$ cat src/rtl/ins_fetch_ctrl_pkg.sv
// rtl/ins_fetch_ctrl_pkg.sv - shared fetch FSM states and default reset PC
package ins_fetch_ctrl_pkg;

    typedef enum logic [1:0] {
        ST_IDLE = 2'd0,
        ST_RUN  = 2'd1,
        ST_HOLD = 2'd2
    } fetch_state_e;

    localparam logic [31:0] DEFAULT_RESET_PC = 32'h0000_0000;

endpackage

$ cat src/rtl/ins_fetch_fifo.sv
// rtl/ins_fetch_fifo.sv - synchronous {pc, instruction} FIFO with flush and count
module ins_fetch_fifo #(
    parameter int DEPTH = 2,
    parameter int WIDTH = 64
) (
    input  logic                     clk,
    input  logic                     rst_n,
    input  logic                     flush_i,
    input  logic                     push_i,
    input  logic [WIDTH-1:0]         wdata_i,
    input  logic                     pop_i,
    output logic [WIDTH-1:0]         rdata_o,
    output logic [$clog2(DEPTH):0]   count_o
);
    localparam int PW = $clog2(DEPTH);
    localparam logic [PW:0] DEPTH_C = (PW + 1)'(DEPTH);

    logic [WIDTH-1:0] mem_q [DEPTH];
    logic [PW-1:0]    rd_ptr_q;
    logic [PW-1:0]    wr_ptr_q;
    logic [PW:0]      count_q;
    logic             do_pop;
    logic             do_push;

    // Push on full is legal only together with a pop, which frees the head slot.
    assign do_pop  = pop_i & (count_q != '0);
    assign do_push = push_i & ((count_q != DEPTH_C) | do_pop);

    always_ff @(posedge clk or negedge rst_n) begin
        if (!rst_n) begin
            for (int i = 0; i < DEPTH; i++) begin
                mem_q[i] <= '0;
            end
            rd_ptr_q <= '0;
            wr_ptr_q <= '0;
            count_q  <= '0;
        end else if (flush_i) begin
            rd_ptr_q <= '0;
            wr_ptr_q <= '0;
            count_q  <= '0;
        end else begin
            if (do_push) begin
                mem_q[wr_ptr_q] <= wdata_i;
                wr_ptr_q        <= wr_ptr_q + 1'b1;
            end
            if (do_pop) begin
                rd_ptr_q <= rd_ptr_q + 1'b1;
            end
            case ({do_push, do_pop})
                2'b10:   count_q <= count_q + 1'b1;
                2'b01:   count_q <= count_q - 1'b1;
                default: count_q <= count_q;
            endcase
        end
    end

    assign rdata_o = mem_q[rd_ptr_q];
    assign count_o = count_q;

endmodule

$ cat src/rtl/ins_fetch_ctrl.sv
// rtl/ins_fetch_ctrl.sv - PC owner and fetch sequencer between InsMEM and decode
module ins_fetch_ctrl
    import ins_fetch_ctrl_pkg::*;
#(
    parameter int                    ADDR_WIDTH = 32,
    parameter int                    DATA_WIDTH = 32,
    parameter logic [ADDR_WIDTH-1:0] RESET_PC   = ADDR_WIDTH'(DEFAULT_RESET_PC),
    parameter int                    PC_STEP    = 4,
    parameter int                    FIFO_DEPTH = 2
) (
    input  logic                          sys_clk,
    input  logic                          sys_rst_n,
    input  logic                          fetch_en,
    input  logic                          redirect_valid,
    input  logic [ADDR_WIDTH-1:0]         redirect_pc,
    output logic [ADDR_WIDTH-1:0]         ins_addr,
    input  logic [DATA_WIDTH-1:0]         ins_data,
    output logic                          if_valid,
    input  logic                          if_ready,
    output logic [ADDR_WIDTH-1:0]         if_pc,
    output logic [DATA_WIDTH-1:0]         if_ins,
    output logic [$clog2(FIFO_DEPTH):0]   fifo_count,
    output logic                          misalign_err
);
    localparam int CW = $clog2(FIFO_DEPTH) + 1;
    localparam int FW = ADDR_WIDTH + DATA_WIDTH;
    localparam logic [CW-1:0] DEPTH_C = CW'(FIFO_DEPTH);

    fetch_state_e          state_q, state_d;
    logic [ADDR_WIDTH-1:0] pc_q, pc_d;
    logic                  misalign_q, misalign_d;
    logic                  pop;
    logic                  push;
    logic [FW-1:0]         fifo_rdata;

    assign pop  = if_valid & if_ready;
    assign push = (state_q == ST_RUN) & fetch_en & ~redirect_valid
                & ((fifo_count != DEPTH_C) | pop);

    // Redirect leaves the FSM alone; only fetch_en moves it.
    always_comb begin
        state_d = state_q;
        case (state_q)
            ST_IDLE: if (fetch_en)  state_d = ST_RUN;
            ST_RUN:  if (!fetch_en) state_d = ST_HOLD;
            ST_HOLD: if (fetch_en)  state_d = ST_RUN;
            default: state_d = ST_IDLE;
        endcase
    end

    always_comb begin
        pc_d       = pc_q;
        misalign_d = misalign_q;
        if (redirect_valid) begin
            pc_d = {redirect_pc[ADDR_WIDTH-1:2], 2'b00};
            if (redirect_pc[1:0] != 2'b00) begin
                misalign_d = 1'b1;
            end
        end else if (push) begin
            pc_d = pc_q + ADDR_WIDTH'(PC_STEP);
        end
    end

    always_ff @(posedge sys_clk or negedge sys_rst_n) begin
        if (!sys_rst_n) begin
            state_q    <= ST_IDLE;
            pc_q       <= RESET_PC;
            misalign_q <= 1'b0;
        end else begin
            state_q    <= state_d;
            pc_q       <= pc_d;
            misalign_q <= misalign_d;
        end
    end

    // InsMEM is combinational, so ins_data belongs to pc_q in the same cycle.
    ins_fetch_fifo #(
        .DEPTH (FIFO_DEPTH),
        .WIDTH (FW)
    ) u_fifo (
        .clk     (sys_clk),
        .rst_n   (sys_rst_n),
        .flush_i (redirect_valid),
        .push_i  (push),
        .wdata_i ({pc_q, ins_data}),
        .pop_i   (pop),
        .rdata_o (fifo_rdata),
        .count_o (fifo_count)
    );

    assign ins_addr      = pc_q;
    assign if_valid      = (fifo_count != '0);
    assign {if_pc, if_ins} = fifo_rdata;
    assign misalign_err  = misalign_q;

endmodule
$ cat config.mk
export PLATFORM = sky130hd
export DESIGN_NAME = ins_fetch_ctrl
export DESIGN_NICKNAME = d
export VERILOG_FILES = /design/src/rtl/ins_fetch_ctrl_pkg.sv /design/src/rtl/ins_fetch_fifo.sv /design/src/rtl/ins_fetch_ctrl.sv
export SDC_FILE = /design/constraint.sdc
export NUM_CORES = 1
export LEC_CHECK = 0
export ABC_AREA = 1
export CAP_MARGIN = 5
export CORE_MARGIN = 2
export CORE_UTILIZATION = 40
export CTS_CLUSTER_DIAMETER = 150
export CTS_CLUSTER_SIZE = 24
export DETAILED_ROUTE_END_ITERATION = 6
export GPL_TIMING_DRIVEN = 0
export PLACE_DENSITY_LB_ADDON = 0.2
export SLEW_MARGIN = 20
export SYNTH_ARGS = -nofsm -noshare
export SYNTH_HDL_FRONTEND = slang
export SYNTH_SLANG_ARGS = --single-unit
$ cat constraint.sdc
create_clock -name sys_clk -period 3.9 [get_ports sys_clk]
set_input_delay 0.39 -clock sys_clk [delete_from_list [all_inputs] [get_ports sys_clk]]
set_output_delay 0.39 -clock sys_clk [all_outputs]
set_load 0.005 [all_outputs]
==> results.tsv <==
metric	value	unit
largest net degree at the start of global routing	99	
initial antenna violation count	0	
worst-path cell chain	clkbuf_1 > inv_2 > clkbuf_1 > nand2_1 > nand2_1 > clkdlybuf4s50_1	
worst min-delay path category	reg2reg	
HPWL Detailed	16500	um
Netlist cell types	34	
H-tree depth	4	
leakage power	5.09	nW
Most used DFF post-synth	dfrtp_1	
Finished Layout Cells	1520	
Final nets	1312	
Critical Path RT	3510	ps
fraction of registers with async set/reset	100	%
cell area power density	572	nW/um2
Yosys top cell by area	dfrtp_1	
DIE HEIGHT	145	um
Syn. warnings	0	
gpl congestion	0.922	
layout cells sized above 1	7.49	%
core box area	19500	um2
Placed Instance Area	10000	um2
vias per std cell	4.85	
cts bufs inserted	17	
final clock skew	5.98	ps
via count	7376	
CP Capture Type	output pin	
clk_lat worst skew	420	ps
most common cell after layout, fill and taps aside	nand2_1	
routed wire length	22900	um
Synth Register Bits	161	
Synth Instances	1054	
Ports	169	
CTS clk-pin slew, worst paths	60	ps
Site Rows	51	
Worst path slowest cell	clkdlybuf4s50_1	
port buffer count	164	
DRC errors left	0	
Final Critical Period	2890	ps
clock root buffer	clkbuf_16	
Synth area leaders	dfrtp_1, nand2_1, o21ai_1	
CTS tree	done	
commonest non-fill, non-tap cells in the layout	nand2_1, clkdlybuf4s50_1, dfrtp_1, o21ai_1, inv_1	
final hold vios	0	
Slew HR	62.1	%
Layout fillers	1948	
Critical Path AT	2500	ps
CTS Buffer Depth	2	
DP Cell Count	1487	
critical path type	reg2out	
first-pass GRT wire length	37400	um
CP max FO	10	
Seq. cell area	4030	um2
crit path launch type	flip-flop	
die area	21100	um2
synthesized area	7980	um2
routed len/inst	15.0	um
n_diodes	0	
Seq/Total Area, Yosys	50.5	%
ANT nets after route	0	
drt initial violations	470	
crit share post-route	74.0	%
f_max	346	MHz
vias in the first global route	7242	
GRT Overall Usage	22.3	%
final instance area	10600	um2
EDFF count, synth	0	
die width	145	um
Multi-input gate area	3320	um2
clk sinks	161	
pins over their slew limit	0	
Initial Util	40.9	%
final setup fails	0	
Top delay family on crit path	buffers and inverters	
mean post-synth cell area	7.57	um2
unrepaired setup endpoints after global routing	no	
CP bufs+invs	4	
outcome	finished clean	
Peak VDD IR	366	uV
slowest stage delay, CP	500	ps
Core Util, Final	54.3	%
MaxCap Viol Count	0	
grt ovf	0	
Synth top area share	50.5	%
post-CTS setup buffer count	0	
Layout area overhead	32.9	%
Worst-Margin Slew	569	ps
drt first pass iters	5	
-- cells by family (layout without fill, tap and decap cells) --
kind of cell | Yosys count | count (layout) | synth area share, %
other cells | 1 | 4 | 0.0470
xor+xnor | 9 | 9 | 0.988
compound gates | 153 | 153 | 10.1
flops | 161 | 161 | 50.5
simple gates | 599 | 599 | 30.1
fa+ha+maj | 1 | 1 | 0.157
buf+inv | 130 | 328 | 8.06
-- final cells by class --
cell class,instances,share of cell area [%]
Buffer,52,3.26
Clock buffer,18,4.14
Clock inverter,14,1.48
Inverter,78,2.81
Multi-Input combinational cell,766,31.3
Sequential cell,161,38.0
Tap cell,265,3.13
Timing Repair Buffer,166,15.9
-- through the flow --
| stage | setup TNS [ps] | power, mW | setup WS [ps] | hold slack (ps) |
|---|---|---|---|---|
| 2_1_floorplan | 0 | 3.34 | 2430 | 94.4 |
| 3_3_place_gp | -684360 | 4.38 | -4260 | 466 |
| 3_5_place_dp | 0 | 4.43 | 1400 | 367 |
| 4_1_cts | 0 | 6.12 | 926 | 489 |
| 5_1_grt | 0 | 6.47 | 785 | 498 |
| 6_report | 0 | 6.06 | 1010 | 485 |
-- power breakdown --
part           switching (mW)  total, mW  internal [mW]
Combinational           0.936       1.95           1.01
Clock                   0.705       1.67          0.969
Sequential              0.308       2.44           2.13
-- path summary, 6_finish.rpt --
check / slack (ps) / cells after the start / to / from
hold reg to reg: 480 / 1 / misalign_err$_DFFE_PN0P_ / misalign_err$_DFFE_PN0P_
setup reg to reg: 1870 / 8 / ins_addr[12]$_DFFE_PN0P_ / ins_addr[3]$_DFFE_PN0P_
hold / removal: 480 / 1 / misalign_err$_DFFE_PN0P_ / misalign_err$_DFFE_PN0P_
max in group asynchronous: 2560 / 3 / u_fifo.mem_q[108]$_DFFE_PN0P_ / sys_rst_n
setup / recovery: 1010 / 6 / if_pc[22] / u_fifo.rd_ptr_q$_DFFE_PN0P_
min in group asynchronous: 500 / 2 / u_fifo.mem_q[88]$_DFFE_PN0P_ / sys_rst_n
-- what timing repair did --
item                       in CTS  in global routing
hold endpoints to repair       63                  0
hold buffers                    1                  0
gates resized for setup         0                  0
setup endpoints to repair       0                  0
-- synthesized netlist by cell type, types with 2 or more instances --
| cell | count |
|---|---|
| nand2_1 | 471 |
| dfrtp_1 | 161 |
| o21ai_1 | 107 |
| inv_1 | 71 |
| nor2_1 | 69 |
| nand3_1 | 42 |
| o21ai_0 | 27 |
| clkbuf_1 | 17 |
| buf_2 | 15 |
| buf_6 | 12 |
| xor2_1 | 7 |
| a21oi_1 | 5 |
| buf_4 | 5 |
| inv_2 | 5 |
| nor2_2 | 5 |
| o211ai_1 | 5 |
| o21ai_2 | 5 |
| nand2_2 | 4 |
| buf_8 | 2 |
| nand2_8 | 2 |
| nor2_4 | 2 |
| o21bai_1 | 2 |
| xnor2_1 | 2 |
-- per-layer routing --
| metal | global-route usage, % | wire length, um | share of wire, % | vias up |
|---|---|---|---|---|
| li1 | - | - | - | 3677 |
| met1 | 30.4 | 10400 | 46 | 3421 |
| met2 | 35.9 | 10500 | 46 | 245 |
| met3 | 4.62 | 1440 | 6.3 | 33 |
| met4 | 7.25 | 471 | 2.1 | 0 |
| met5 | 0 | 0 | 0 | - |
-- flip-flops by register name, indices dropped and copies added (netlist names) --
name and count:
u_fifo.rd_ptr_q 1, state_q 2, u_fifo.count_o 2, misalign_err 1, ins_addr 30, u_fifo.mem_q 124, u_fifo.wr_ptr_q 1
Power figures use the tool's default switching activity.
